==> config.mk <==
export PLATFORM = sky130hd
export DESIGN_NAME = h3_hash_scheduler
export DESIGN_NICKNAME = d
export VERILOG_FILES = /design/src/rtl/h3_hash_scheduler.sv
export SDC_FILE = /design/constraint.sdc
export NUM_CORES = 1
export LEC_CHECK = 0
export BUFFER_PORTS_ARGS = -buffer_cell sky130_fd_sc_hd__buf_4
export CAP_MARGIN = 10
export CORE_AREA = 2 2 136 138
export CTS_BUF_LIST = sky130_fd_sc_hd__clkbuf_2
export CTS_CLUSTER_DIAMETER = 120
export DETAILED_ROUTE_END_ITERATION = 10
export DIE_AREA = 0 0 138 140
export GPL_TIMING_DRIVEN = 0
export PLACE_DENSITY_LB_ADDON = 0.15
export SLEW_MARGIN = 20
export SYNTH_ARGS = -nofsm -noshare
export SYNTH_HDL_FRONTEND = slang
export SYNTH_SLANG_ARGS = --single-unit
==> constraint.sdc <==
create_clock -name clk -period 9.1 [get_ports clk]
set_clock_uncertainty 0.2 [all_clocks]
set_input_delay 0 -clock clk [delete_from_list [all_inputs] [get_ports clk]]
set_output_delay 0 -clock clk [all_outputs]
set_load 0.05 [all_outputs]
==> src/rtl/h3_hash_scheduler.sv <==
// ---------------------------------------------------------------------------
// h3_hash_scheduler: round-robin arbiter feeding a programmable H3 hash with a
// one-entry registered output stage.                              Rev 1.0
// ---------------------------------------------------------------------------
`default_nettype none

module h3_hash_scheduler #(
  parameter int KEY_WIDTH      = 32,
  parameter int HASH_ADR_WIDTH = 5,
  parameter int NUM_REQ        = 4,
  parameter int ID_WIDTH       = $clog2(NUM_REQ),
  parameter int ROW_WIDTH      = $clog2(HASH_ADR_WIDTH)
) (
  input  logic                      clk,
  input  logic                      rst,
  input  logic [NUM_REQ-1:0]        req_valid_i,
  input  logic [KEY_WIDTH-1:0]      req_key_i [NUM_REQ],
  output logic [NUM_REQ-1:0]        req_ready_o,
  input  logic                      cfg_we_i,
  input  logic [ROW_WIDTH-1:0]      cfg_row_i,
  input  logic [KEY_WIDTH-1:0]      cfg_data_i,
  output logic                      cfg_ready_o,
  output logic                      hash_valid_o,
  input  logic                      hash_ready_i,
  output logic [HASH_ADR_WIDTH-1:0] hash_adr_o,
  output logic [KEY_WIDTH-1:0]      hash_key_o,
  output logic [ID_WIDTH-1:0]       hash_id_o
);

  typedef enum logic {
    EMPTY = 1'b0,
    FULL  = 1'b1
  } state_t;

  state_t                    state_q, state_d;
  logic [ID_WIDTH-1:0]       ptr_q, ptr_d;
  logic [HASH_ADR_WIDTH-1:0] adr_q, adr_d;
  logic [KEY_WIDTH-1:0]      key_q, key_d;
  logic [ID_WIDTH-1:0]       id_q, id_d;
  logic [KEY_WIDTH-1:0]      matrix_q [HASH_ADR_WIDTH];

  logic                      drain;
  logic                      open_slot;
  logic                      accept;
  logic                      cfg_fire;
  logic                      grant_found;
  logic [ID_WIDTH-1:0]       grant_id;
  logic [KEY_WIDTH-1:0]      grant_key;
  logic [HASH_ADR_WIDTH-1:0] grant_hash;

  // Round-robin search starting at ptr_q, wrapping modulo NUM_REQ.
  always_comb begin
    grant_found = 1'b0;
    grant_id    = '0;
    for (int k = 0; k < NUM_REQ; k++) begin
      if (!grant_found && req_valid_i[ID_WIDTH'((int'(ptr_q) + k) % NUM_REQ)]) begin
        grant_found = 1'b1;
        grant_id    = ID_WIDTH'((int'(ptr_q) + k) % NUM_REQ);
      end
    end
  end

  assign grant_key = req_key_i[grant_id];

  generate
    for (genvar j = 0; j < HASH_ADR_WIDTH; j++) begin : g_hash
      assign grant_hash[j] = ^(grant_key & matrix_q[j]);
    end
  endgenerate

  // Reset also masks the handshakes so nothing is acknowledged while rst=1.
  assign drain       = (state_q == FULL) && hash_ready_i;
  assign open_slot   = !rst && ((state_q == EMPTY) || drain);
  assign cfg_fire    = cfg_we_i && open_slot;
  assign cfg_ready_o = cfg_fire;
  assign accept      = open_slot && !cfg_we_i && grant_found;

  always_comb begin
    state_d      = state_q;
    ptr_d        = ptr_q;
    adr_d        = adr_q;
    key_d        = key_q;
    id_d         = id_q;
    req_ready_o  = '0;
    hash_valid_o = (state_q == FULL);
    if (accept) begin
      req_ready_o = NUM_REQ'(1) << grant_id;
      state_d     = FULL;
      adr_d       = grant_hash;
      key_d       = grant_key;
      id_d        = grant_id;
      ptr_d       = ID_WIDTH'((int'(grant_id) + 1) % NUM_REQ);
    end else if (drain) begin
      state_d = EMPTY;
    end
  end

  always_ff @(posedge clk or posedge rst) begin
    if (rst) begin
      state_q <= EMPTY;
      ptr_q   <= '0;
      adr_q   <= '0;
      key_q   <= '0;
      id_q    <= '0;
    end else begin
      state_q <= state_d;
      ptr_q   <= ptr_d;
      adr_q   <= adr_d;
      key_q   <= key_d;
      id_q    <= id_d;
    end
  end

  // Out-of-range row indices match no row, so such writes vanish silently.
  always_ff @(posedge clk or posedge rst) begin
    if (rst) begin
      for (int j = 0; j < HASH_ADR_WIDTH; j++) begin
        matrix_q[j] <= KEY_WIDTH'(1) << j;
      end
    end else if (cfg_fire) begin
      for (int j = 0; j < HASH_ADR_WIDTH; j++) begin
        if (cfg_row_i == ROW_WIDTH'(j)) begin
          matrix_q[j] <= cfg_data_i;
        end
      end
    end
  end

  assign hash_adr_o = adr_q;
  assign hash_key_o = key_q;
  assign hash_id_o  = id_q;

endmodule

`default_nettype wire

# Yosys cells after proc, flatten, opt, wreduce, memory -nomap -nowiden
# Cells that the tools add are included.
# word_totals
regBits	202
latchBits	0
ram_bits	0
romBits	0
inputBits	171
out_inout_bits	45
word_cells	83
mem_count	0
# op_classes
add_sub_neg	4
mul	0
n_div	0
n_lt_le_gt_ge	5
n_eq_ne	4
shift	1
mux	26
n_bitwise	7
n_reduce_logical	26
# ops
operator	count
$and A32 B32 Y32	5
$reduce_xor A32 Y1	5
$bmux W32 S2	1
$mux W32	2
$lt A2 B4 Y1 const B	4
$mux W1	14
$reduce_and A2 Y1	5
$bmux W1 S2	4
$logic_and A1 B1 Y1	8
$mux W2	4
$eq A3 B2 Y1 const B	2
$logic_not A1 Y1	5
$add A2 B1 Y2 const B	2
$add A2 B2 Y2 const B	2
$mux W4	1
$shl A1 B2 Y4 const A	1
$eq A3 B1 Y1 const B	1
$eq A3 B3 Y1 const B	1
$ge A3 B3 Y1 const B	1
$logic_not A3 Y1	1
$not A2 Y3	1
$reduce_bool A2 Y1	1
$logic_or A1 B1 Y1	1
$not A1 Y1	1

# Depth between registers and ports, before layout
# Gate-level depths: netlist (run 1).
# logic_depth
depth_word	19
ltp_mapped	14
ltp_nobuf	11

# Least setup slack after synthesis (run 1)
# OpenSTA, ideal clock, no wires.
# synth_path
kind	input to register
from	in rst
to	reg matrix_q[64] (netlist bit)
setup_time_ns	0.125
t_arrival_ns	6.178
required_ns	8.775
path_slack_ns	2.598
cell_stages	6
path_buffers	1
path_cell_list	inv_1 and3_1 nor2b_1 nand3b_1 buf_1 mux2_2
# synth_between
elab_chain_len	4
# synth_rtl
element	line_no	text
start, declared	15	input logic rst,
$logic_not A1 Y1 (no source line)	-	
$logic_and A1 B1 Y1	73	assign open_slot = !rst && ((state_q == EMPTY) || drain);
$logic_and A1 B1 Y1	74	assign cfg_fire = cfg_we_i && open_slot;
named net cfg_ready_o	22	output logic cfg_ready_o,
$reduce_and A2 Y1 (no source line)	-	
end signal, assigned by index	118	matrix_q[j] <= KEY_WIDTH'(1) << j;
end signal, assigned by index	123	matrix_q[j] <= cfg_data_i;
end, declared	40	logic [KEY_WIDTH-1:0] matrix_q [HASH_ADR_WIDTH];
# The timed path passes the listed nets, and every way through them passes these cells.
# A chain may end at the register's enable or synchronous reset.

# Final worst setup path (run 1)
# layout_path
from	reg ptr_q[1]
to	reg adr_q[2] (netlist: hash_adr_o[2])
# layout_between
elab_chain_len	19
elab_cells_between_ends	36
cone_classes	3 x add/sub; 23 x mux; 2 x bitwise; 8 x reduce/logical
# layout_rtl
element	line_no	text
start, declared	36	logic [ID_WIDTH-1:0] ptr_q, ptr_d;
start signal, assigned	107	ptr_q <= ptr_d;
parallel branches: the longest is 19 deep, another holds $add A2 B1 Y2	-	
end signal, assigned	108	adr_q <= adr_d;
end, declared	37	logic [HASH_ADR_WIDTH-1:0] adr_q, adr_d;
# Parallel ways; which one is timed is not known. The select of a mux whose other input is x is not followed.

==> results by group, run 1 <==
Die
  – Initial Utilization: about three fifths
  – Num rows: 49
  – Chip height: about 140 um
  – Die width: roughly 140 um
  – IO Pins: about 220
  – Full die area: around 19000 um2
  – Core ar.: ~18000 um2

Global routing
  – Grt ovf: 0
  – Initial antenna violation count: 1
  – All-Layer GR Usage: about a third
  – Global-route wire length before repair: between 40 and 50 mm
  – Vias in the first global route: between 8000 and 9000
  – Largest net degree at the start of global routing: between 80 and 90

Timing
  – Slew @ Worst Pin: 0.975 ns
  – Fin Hold WS: ~0.13 ns
  – Pins Over Slew Limit: 0
  – Relative slew slack: between 30% and 40%
  – Setup WS post-layout: about 4.6 ns
  – Fin Setup TNS: 0 ns
  – Final setup fails: 0
  – RSZ-0062 raised after global routing: no
  – Final hold violations: 0
  – Final Critical Period: 4.47 ns
  – Fmax achieved: roughly 220 MHz
  – Crit share post-route: roughly half

Final layout
  – Cell area after layout: around 14000 um2
  – Layout cell share with drive strength beyond 1: between 40% and 50%
  – Fill cell count: 1096
  – Layout area overhead: 37.2%
  – Area of the multi-input gates: 5240 um2
  – Fin nets: approximately 1400
  – Reg area: roughly 5100 um2

Power
  – P per Cell Area: roughly 310 nW/um2
  – Lkg Pwr: 6.55 nW
  – Int Power: around 2.6 mW
  – Part of the power in registers: between 20% and 30%
  – Switching share of power: 41.3%
  – Comb power frac: between 50 and 60%
  – Clk pwr share: between 10% and 20%
  – Worst vdd ir: 0.222 mV
  – Switching power: ~1.8 mW

Route
  – WL/cell: between 20 and 25 um
  – Drt pass-1 iters: 5
  – Routed Antenna Nets: 0
  – Via density: 5.38
  – Detailed-route DRC error count: 0
  – Vias: a little over 8000
  – WL final: between 30 and 40 mm
  – 1st-iter DRT viols: roughly 370

Yosys
  – Top-count cell post-synth: dfrtp_1
  – Synth top area share: between 40% and 50%
  – Synthesized flop and latch total: ~200
  – Post-synth EDFFs: 0
  – Top_reg_cell synth: dfrtp_1
  – Cells after Synth: 819
  – Post-Syn Area: approximately 10000 um2
  – Synth top cells by count: dfrtp_1 (197), mux2_2 (194), nand2_1 (161)
  – Async S/R FF share, synth: 100%
  – Syn Nets: slightly below 1000
  – Seq/Total Area, Yosys: approximately half
  – Unique cell type count in the Yosys netlist: 37
  – Synth top area cells: dfrtp_1 (47%), mux2_2 (21%), xnor2_1 (9.2%), nand2_1 (5.8%), mux4_2 (4.7%)
  – Synthesized area per cell: 12.8 um2
  – Area leader, netlist: dfrtp_1
  – Yosys Warn Count: 0

CTS
  – Clock Latency Late Sink: ~0.78 ns
  – Clock sinks: 202
  – CTS tree: built
  – Post-cts sizing count: 0
  – Clock-pin slew on the worst setup and hold paths: ~0.10 ns
  – Root buffer cell: clkbuf_2
  – Num CTS Buffers: 51
  – Deepest clock path buffer count: 3
  – Post-CTS setup buffers: 0
  – H-Tree Depth: 2

Setup path
  – CP Launch Type: flop
  – CP max FO: 10
  – Arrival @ worst endpoint: ~4.9 ns
  – Setup CP Type: reg2reg
  – Worst Path Required: 9.51 ns
  – Critical Path Sink Type: flop

Placement
  – Routability cong.: between 0.8 and 0.9
  – Pre-CTS WS: 5.10 ns
  – PortBufs: roughly 220
  – Final HPWL DP: 20.5 mm
  – Area post-placement: around 12000 um2

Job
  – Max Cap Violations: 0

Min path
  – Hold WC Path Type: in2reg

Outcome
  – Status: completed
-- power groups by stage --
stage	clock network, mW	registers [mW]	logic (mW)
after CTS	0.591	1.30	2.53
after global placement	0	1.30	2.37
after detailed placement	0	1.32	2.40
after floorplan	0	1.60	1.48
final	0.580	1.31	2.54
after global routing	0.639	1.34	2.70
-- metal layers --
layer	routed length (um)	track usage (%)	vias to the layer above
li1	-	-	3690
met1	12800	41.7	4062
met2	14900	54.8	267
met3	1550	6.26	48
met4	1070	12.2	0
met5	0	0	-
-- what timing repair did --
action                     in CTS  in global routing
hold endpoints to repair      397                  0
hold buffers                  151                  0
setup endpoints to repair       0                  0
-- layout make-up --
class / count / share of cell area [%]
antenna: 1 / 0.0174
buffer: 27 / 1.04
clock buffer: 82 / 2.86
clock inverter: 1 / 0.0348
inverter: 5 / 0.183
multi-input combinational: 585 / 36.5
sequential: 202 / 35.2
tap: 229 / 2.00
timing repair buffer: 368 / 22.1
-- per-stage QoR --
step | total power, mW | cells | utilization (%)
global route | 4.67 | 1500 | 80.8
CTS | 4.42 | 1499 | 80.8
global placement | 3.67 | 1263 | 69.6
floorplan | 3.08 | 819 | -
detailed placement | 3.72 | 1265 | 69.9
finish | 4.43 | 1500 | 80.8
-- worst max-delay path, cell delays in order (launching register included) --
cell and delay, ns:
dfrtp_1 0.45, a21oi_1 0.17, o21ai_1 0.06, o2bb2a_1 0.22, buf_4 0.24, buf_2 0.34, mux2i_1 0.15, dlygate4sd3_1 0.58
mux2i_1 0.58, nand2_1 0.15, xnor2_1 0.22, xnor3_1 0.35, xnor2_1 0.34, xnor2_1 0.17, a21oi_1 0.08
-- sequential cells by signal, summed over array words and instances (netlist names) --
register,cells
matrix_q,160
hash_key_o,32
hash_adr_o,5
hash_id_o,2
ptr_q,2
hash_valid_o,1
-- final timing paths --
| check | slack, ns | start | cells past startpoint | end |
|---|---|---|---|---|
| worst min register to register | 0.31 | matrix_q[93] | 1 | matrix_q[93] |
| worst min-delay path | 0.13 | req_key_i[49] | 4 | hash_key_o[17] |
| worst max register to register | 4.63 | ptr_q[1] | 14 | hash_adr_o[2] |
| min in group asynchronous | 0.21 | rst | 4 | matrix_q[71] |
| max in group asynchronous | 7.72 | rst | 5 | matrix_q[66] |
| worst max-delay path | 4.63 | ptr_q[1] | 14 | hash_adr_o[2] |
-- cells by family (layout without fill, tap and decap cells) --
family          count (synthesis)  in the layout  share of synthesized area [%]
mux                           229            229                           28.2
flops                         202            202                           48.3
simple gates                  188            188                           7.28
xor+xnor                      150            150                           13.2
buf+inv                        32            483                           1.60
compound gates                 14             14                          0.849
fa+ha+maj                       4              4                          0.478
other cells                     0              1                              0
-- cells in the final DEF, fill, tap and decap left out, types with 6 or more instances in the layout --
| cell | instances |
|---|---|
| buf_4 | 216 |
| dfrtp_1 | 197 |
| mux2_2 | 194 |
| nand2_1 | 161 |
| dlygate4sd3_1 | 151 |
| xnor2_1 | 110 |
| clkbuf_2 | 82 |
| xor2_1 | 35 |
| mux4_2 | 22 |
| clkbuf_1 | 10 |
| buf_1 | 10 |
| a21oi_1 | 9 |
| mux4_1 | 9 |
| nor2_1 | 6 |
Note: power is estimated with default switching activity, not from simulation.
==> run 2, diff against run 1 <==
--- a/config.mk
+++ b/config.mk
@@ -7,11 +7,11 @@
 export LEC_CHECK = 0
 export BUFFER_PORTS_ARGS = -buffer_cell sky130_fd_sc_hd__buf_4
 export CAP_MARGIN = 10
-export CORE_AREA = 2 2 136 138
+export CORE_AREA = 2 2 139 141
 export CTS_BUF_LIST = sky130_fd_sc_hd__clkbuf_2
 export CTS_CLUSTER_DIAMETER = 120
 export DETAILED_ROUTE_END_ITERATION = 10
-export DIE_AREA = 0 0 138 140
+export DIE_AREA = 0 0 141 143
 export GPL_TIMING_DRIVEN = 0
 export PLACE_DENSITY_LB_ADDON = 0.15
 export SLEW_MARGIN = 20
==> constraint.sdc (replaced) <==
create_clock -name clk -period 4.18 [get_ports clk]
set_clock_uncertainty 0.2 [all_clocks]
set_input_delay 0 -clock clk [delete_from_list [all_inputs] [get_ports clk]]
set_output_delay 0 -clock clk [all_outputs]
set_load 0.05 [all_outputs]
==> run 2 against run 1 <==
Effect of this change:
- critical endpoint unchanged
- global-route usage decreased by 0.64 points
- wire length up 3.0%
- via count increased by 2.2%
- critical path depth is the same
- highest routed layer unchanged
- critical path type unchanged
- die area is 4.4% higher
==> results by group, run 2 (synthesized netlist as in run 1, its figures left out) <==
Global routing
  – Largest net degree at the start of global routing: 35 (-58%)
  – Grt ovf: 0 (unchanged)
  – Global-route wire length before repair: 47.8 mm (-1.0%)
  – Vias in the first global route: 8833 (+0.16%)
  – All-Layer GR Usage: 31.7% (-0.64 points)
  – Initial antenna violation count: 1 (unchanged)

Die
  – IO Pins: 216 (unchanged)
  – Num rows: 50 (+2.0%)
  – Chip height: 143 um (+2.1%)
  – Core ar.: 18600 um2 (+4.5%)
  – Full die area: 20200 um2 (+4.4%)
  – Die width: 141 um (+2.2%)
  – Initial Utilization: 56.3% (-2.5 points)

Route
  – WL final: 31.2 mm (+3.0%)
  – Drt pass-1 iters: 5 (unchanged)
  – Via density: 5.40 (+0.43%)
  – WL/cell: 20.4 um (+1.2%)
  – Vias: 8242 (+2.2%)
  – 1st-iter DRT viols: 356 (-3.0%)
  – Detailed-route DRC error count: 0 (unchanged)
  – Routed Antenna Nets: 0 (unchanged)

Final layout
  – Layout cell share with drive strength beyond 1: 43.6% (+1.4 points)
  – Area of the multi-input gates: 5250 um2 (+0.17%)
  – Fin nets: 1428 (+0.92%)
  – Fill cell count: 1248 (+14%)
  – Largest Register: matrix_q
  – Layout area overhead: 39.4%
  – Most common cell after layout, fill and taps aside: buf_4
  – Max reg flops: 160 (unchanged)
  – Layout Utilization: 78.5% (-2.2 points)
  – Reg area: 5060 um2 (unchanged)
  – Most frequent cells in the layout: buf_4 (221), dfrtp_1 (197), mux2_2 (194)

Setup path
  – R2r setup slk: 0.16 ns (-4.47 ns)
  – CP max FO: 11 (+1)
  – CP max-delay cell: dfrtp_1
  – Max incr delay on CP: 0.46 ns (-0.12 ns)
  – Setup CP Type: reg2reg
  – Critical Path Sink Type: flop
  – R2R cell count: 14 (unchanged)
  – CP top delay family: XOR/XNOR gates
  – Most used cell along the critical path: xnor2_1
  – Buf/Inv on CP: 3 (unchanged)
  – RR Endpoint: hash_adr_o[2]
  – Worst Path Required: 4.62 ns (-4.89 ns)
  – CP Launch Type: flop
  – Critical R2R Launch: ptr_q[1]
  – Crit-path cells: a21oi_1, o21ai_1, o2bb2a_1, buf_4, buf_2, clkbuf_4, mux4_2, nand2_1, xor2_1, xnor2_1, xnor2_1, xnor2_1, xnor2_1, a21oi_1
  – Arrival @ worst endpoint: 4.46 ns (-0.42 ns)

CTS
  – Clock Latency Late Sink: 0.80 ns (+0.02 ns)
  – Clock sinks: 202 (unchanged)
  – Num CTS Buffers: 53 (+3.9%)
  – CTS tree: built
  – Clock-pin slew on the worst setup and hold paths: 0.11 ns (about the same)
  – Root buffer cell: clkbuf_2
  – H-Tree Depth: 2 (unchanged)
  – Deepest clock path buffer count: 3 (unchanged)

Power
  – Switching share of power: 41.5% (+0.11 points)
  – Part of the power in registers: 29.0% (-0.5 points)
  – Clk pwr share: 13.6% (+0.5 points)
  – Lkg Pwr: 6.67 nW (+1.9%)
  – P per Cell Area: 672 nW/um2 (+120%)
  – Switching power: 4.07 mW (+120%)
  – Tot Pwr: 9.81 mW (+120%)
  – Worst vdd ir: 0.363 mV (+64%)
  – Comb power frac: 57.4% (about the same)
  – Int Power: 5.74 mW (+120%)

Timing
  – Final hold violations: 0 (unchanged)
  – Final Critical Period: 4.02 ns (-0.452 ns)
  – Fin Hold WS: 0.0962 ns (-0.0299 ns)
  – Final setup fails: 0 (unchanged)
  – Crit share post-route: 96.2% (+47 points)
  – Fmax achieved: 249 MHz (+11%)
  – Relative slew slack: 44.4% (+9.4 points)
  – Fin Setup TNS: 0 ns (unchanged)
  – Slew @ Worst Pin: 0.834 ns (-0.142 ns)
  – Pins Over Slew Limit: 0 (unchanged)

Min path
  – Hold WC Path Type: in2reg
  – Min-delay src: req_key_i[110]
  – Worst Hold Depth: 4 (unchanged)
  – WHS Endpoint: hash_key_o[14]

Outcome
  – Status: completed

Job
  – Max Cap Violations: 0 (unchanged)

Placement
  – Final HPWL DP: 21.5 mm (+5.0%)
  – Routability cong.: 0.833 (-4.1%)
  – PortBufs: 215 (unchanged)
## run 2: changes by cell type in the layout (fill, tap and decap cells not counted), sizes merged
cell	before	now
dlygate4sd3	151	150
clkinvlp	0	2
clkinv	1	3
inv	5	6
clkbuf	92	99
buf	234	244
## run 2: layer usage
layer,routed length [um],vias to the layer above,track usage [%]
met4,1160,0,12.1
met1,12700,4172,38.9
met2,15700,291,56.3
met5,0,-,0
met3,1660,63,5.70
li1,-,3716,-
## run 2: power groups by stage
stage | logic [mW] | clock network [mW] | registers [mW]
2_1_floorplan | 3.22 | 0 | 3.48
3_3_place_gp | 5.19 | 0 | 2.84
3_5_place_dp | 5.28 | 0 | 2.87
4_1_cts | 5.58 | 1.36 | 2.83
5_1_grt | 5.97 | 1.46 | 2.91
6_report | 5.63 | 1.34 | 2.84
## run 2: repair_timing
action                                  CTS  global route
endpoints found under the setup margin    0            10
setup buffers                             0             6
gates resized for setup                   0             2
hold endpoints to repair                385             0
hold buffers                            150             0
## run 2: worst register-to-register path: stages, from the launching register on
cell and delay [ns]:
dfrtp_1 0.46, a21oi_1 0.20, o21ai_1 0.08, o2bb2a_1 0.22
buf_4 0.23, buf_2 0.34, clkbuf_4 0.33, mux4_2 0.41
nand2_1 0.22, xor2_1 0.21, xnor2_1 0.17, xnor2_1 0.17
xnor2_1 0.39, xnor2_1 0.17, a21oi_1 0.09
## run 2: cell type report
| type | instances | area share, % |
|---|---|---|
| Buffer | 27 | 1.18 |
| Antenna cell | 1 | 0.0171 |
| Sequential cell | 202 | 34.7 |
| Timing Repair inverter | 1 | 0.0343 |
| Inverter | 5 | 0.154 |
| Clock inverter | 5 | 0.137 |
| Tap cell | 234 | 2.01 |
| Clock buffer | 88 | 3.02 |
| Timing Repair Buffer | 378 | 22.8 |
| Multi-Input combinational cell | 585 | 36.0 |
## run 2: worst max-delay path by stage
stage / end / start / cells past startpoint / slack [ns]
global route: hash_adr_o[2] / ptr_q[1] / 14 / -0.03
floorplan: matrix_q[74] / rst / 6 / -0.97
global placement: matrix_q[93] / rst / 7 / -2.65
CTS: hash_adr_o[2] / ptr_q[1] / 14 / 0.08
finish: hash_adr_o[2] / ptr_q[1] / 14 / 0.16
detailed placement: hash_adr_o[3] / ptr_q[1] / 13 / 0.19
## run 2: per-stage QoR
step	setup slack, ns	instance area [um2]	cells
detailed placement	0.192	12600	1275
finish	0.157	14600	1526
floorplan	-0.970	10500	819
global route	-0.0258	14600	1526
global placement	-2.65	12400	1268
CTS	0.0821	14500	1518
==> run 3, diff against run 2 <==
--- a/config.mk
+++ b/config.mk
@@ -9,11 +9,12 @@
 export CAP_MARGIN = 10
 export CORE_AREA = 2 2 139 141
 export CTS_BUF_LIST = sky130_fd_sc_hd__clkbuf_2
-export CTS_CLUSTER_DIAMETER = 120
+export CTS_CLUSTER_DIAMETER = 200
 export DETAILED_ROUTE_END_ITERATION = 10
 export DIE_AREA = 0 0 141 143
 export GPL_TIMING_DRIVEN = 0
 export PLACE_DENSITY_LB_ADDON = 0.15
+export RECOVER_POWER = 50
 export SLEW_MARGIN = 20
 export SYNTH_ARGS = -nofsm -noshare
 export SYNTH_HDL_FRONTEND = slang
==> run 3 against run 2 <==
Effect of this change:
- the flow now finishes with violations (capacitance limit, slew limit)
- wire length down 0.17%
- die area unchanged
- maximum frequency up 0.17%
- cell count unchanged
- setup slack better by 0.0068 ns
- worst hold slack worse by 0.016 ns
- clock power about the same
- flip-flop and latch count unchanged
- critical path type unchanged
- largest power group unchanged
- highest routed layer unchanged
==> results by group, run 3 (synthesized netlist as in run 1, its figures left out) <==
Outcome
  – Status: complete, but fails checks
  – Failing checks: capacitance limit, slew limit

Setup path
  – Critical Path Sink Type: flop
  – Crit-path cells: a21oi_1, o21ai_1, o2bb2a_1, buf_4, buf_2, clkbuf_4, mux4_2, nand2_1, xor2_1, xnor2_1, xnor2_1, xnor2_1, xnor2_1, a21oi_1
  – Max incr delay on CP: 0.46 ns (about the same)
  – Most used cell along the critical path: xnor2_1
  – Worst Path Required: 4.62 ns (about the same)
  – CP max FO: 11 (unchanged)
  – CP max-delay cell: dfrtp_1
  – Buf/Inv on CP: 3 (unchanged)
  – Setup CP Type: reg2reg
  – CP Launch Type: flop
  – Arrival @ worst endpoint: 4.46 ns (about the same)
  – CP top delay family: XOR/XNOR gates

Timing
  – Final hold violations: 0 (unchanged)
  – Fin Hold WS: 0.0804 ns (-0.0158 ns)
  – Crit share post-route: 96.1% (-0.16 points)
  – Final Critical Period: 4.02 ns (-0.00680 ns)
  – Relative slew slack: -24.9% (-69 points)
  – Pins Over Slew Limit: 70 (+70)
  – Final setup fails: 0 (unchanged)
  – Fmax achieved: 249 MHz (+0.17%)
  – Slew @ Worst Pin: 1.87 ns (+1.04 ns)

Route
  – WL/cell: 20.4 um (-0.17%)
  – Detailed-route DRC error count: 0 (unchanged)
  – WL final: 31.1 mm (-0.17%)
  – Via density: 5.39 (-0.23%)
  – Routed Antenna Nets: 0 (unchanged)
  – Vias: 8223 (-0.23%)
  – 1st-iter DRT viols: 321 (-9.8%)
  – Drt pass-1 iters: 5 (unchanged)

Global routing
  – Global-route wire length before repair: 47.8 mm (unchanged)
  – Largest net degree at the start of global routing: 35 (unchanged)
  – All-Layer GR Usage: 31.7% (unchanged)
  – Grt ovf: 0 (unchanged)
  – Initial antenna violation count: 1 (unchanged)
  – Vias in the first global route: 8833 (unchanged)

Power
  – Part of the power in registers: 29.4% (+0.4 points)
  – Worst vdd ir: 0.359 mV (-1.3%)
  – Tot Pwr: 9.64 mW (-1.7%)
  – P per Cell Area: 670 nW/um2 (-0.37%)
  – Comb power frac: 56.7% (-0.7 points)
  – Int Power: 5.57 mW (-3.0%)
  – Clk pwr share: 13.9% (+0.3 points)
  – Switching share of power: 42.2% (+0.77 points)
  – Lkg Pwr: 6.50 nW (-2.5%)
  – Switching power: 4.07 mW (about the same)

Die
  – Initial Utilization: 56.3% (unchanged)
  – Full die area: 20200 um2 (unchanged)
  – IO Pins: 216 (unchanged)
  – Chip height: 143 um (unchanged)
  – Die width: 141 um (unchanged)
  – Core ar.: 18600 um2 (unchanged)
  – Num rows: 50 (unchanged)

CTS
  – H-Tree Depth: 2 (unchanged)
  – Clock-pin slew on the worst setup and hold paths: 0.11 ns (about the same)
  – Deepest clock path buffer count: 3 (unchanged)
  – Root buffer cell: clkbuf_2
  – Clock Latency Late Sink: 0.82 ns (+0.02 ns)
  – Num CTS Buffers: 53 (unchanged)
  – Clock sinks: 202 (unchanged)
  – CTS tree: built

Final layout
  – Largest Register: matrix_q
  – Most frequent cells in the layout: dfrtp_1 (197), mux2_2 (194), buf_4 (180)
  – Max reg flops: 160 (unchanged)
  – Fill cell count: 1308 (+4.8%)
  – Layout area overhead: 37.5%
  – Most common cell after layout, fill and taps aside: dfrtp_1
  – Layout cell share with drive strength beyond 1: 40.3% (-3.3 points)
  – Fin nets: 1428 (unchanged)

Job
  – Max Cap Violations: 2 (+2)

Placement
  – PortBufs: 215 (unchanged)
  – Final HPWL DP: 21.5 mm (unchanged)
  – Routability cong.: 0.833 (unchanged)

Min path
  – Hold WC Path Type: in2reg
## run 3: cell count changes in the layout (fill, tap and decap cells not counted)
| cell | delta |
|---|---|
| buf_12 | -3 |
| clkbuf_4 | +1 |
| clkbuf_1 | +43 |
| buf_4 | -41 |
## run 3: final cells by class
| cell class | instances | area (um2) | area share, % |
|---|---|---|---|
| Antenna cell | 1 | 2.50 | 0.0174 |
| Buffer | 27 | 173 | 1.20 |
| Clock buffer | 88 | 440 | 3.06 |
| Clock inverter | 5 | 20.0 | 0.139 |
| Inverter | 5 | 22.5 | 0.156 |
| Multi-Input combinational cell | 585 | 5250 | 36.5 |
| Sequential cell | 202 | 5060 | 35.2 |
| Tap cell | 234 | 293 | 2.03 |
| Timing Repair Buffer | 378 | 3130 | 21.7 |
| Timing Repair inverter | 1 | 5.00 | 0.0348 |
## run 3: metal layers
layer,global-route usage [%],wire [um]
met4,12.1,1160
met2,56.3,15600
met3,5.70,1840
met1,38.9,12500
met5,0,0
## run 3: what timing repair did
| action | in CTS | in global routing |
|---|---|---|
| buffers inserted | 0 | 6 |
| resized for setup | 0 | 2 |
| endpoints found under the setup margin | 0 | 10 |
| hold buffers | 150 | 0 |
| hold endpoints to repair | 385 | 0 |
## run 3: power by group through the flow
stage | Combinational (mW) | Clock [mW] | Sequential [mW]
final | 5.46 | 1.34 | 2.84
after global routing | 5.80 | 1.46 | 2.90
after CTS | 5.58 | 1.36 | 2.83
after detailed placement | 5.28 | 0 | 2.87
after global placement | 5.19 | 0 | 2.84
after floorplan | 3.22 | 0 | 3.48
## run 3: per-stage QoR
step                cell area [um2]  utilization (%)  setup TNS, ns  worst slack (ns)  std cells
CTS                           14500             78.2              0            0.0821       1518
finish                        14400             77.5              0             0.164       1526
global route                  14400             77.5        -0.0258           -0.0258       1526
global placement              12400             66.8        -479.34             -2.65       1268
detailed placement            12600             67.6              0             0.192       1275
floorplan                     10500                -        -145.32            -0.970        819
## run 3: path summary, 6_finish.rpt
check / from / endpoint / slack (ns) / depth (start not counted)
min: req_key_i[110] / hash_key_o[14] / 0.08 / 4
max reg2reg: ptr_q[1] / hash_adr_o[2] / 0.16 / 14
min reg2reg: matrix_q[51] / matrix_q[51] / 0.31 / 1
max: ptr_q[1] / hash_adr_o[2] / 0.16 / 14
max in group asynchronous: rst / matrix_q[52] / 1.13 / 7
min in group asynchronous: rst / matrix_q[108] / 0.17 / 4
## run 3: worst register-to-register path: stages (launching register included)
cell      delay (ns)
dfrtp_1         0.46
a21oi_1         0.20
o21ai_1         0.08
o2bb2a_1        0.22
buf_4           0.23
buf_2           0.34
clkbuf_4        0.33
mux4_2          0.41
nand2_1         0.22
xor2_1          0.21
xnor2_1         0.17
xnor2_1         0.16
xnor2_1         0.39
xnor2_1         0.17
a21oi_1         0.08
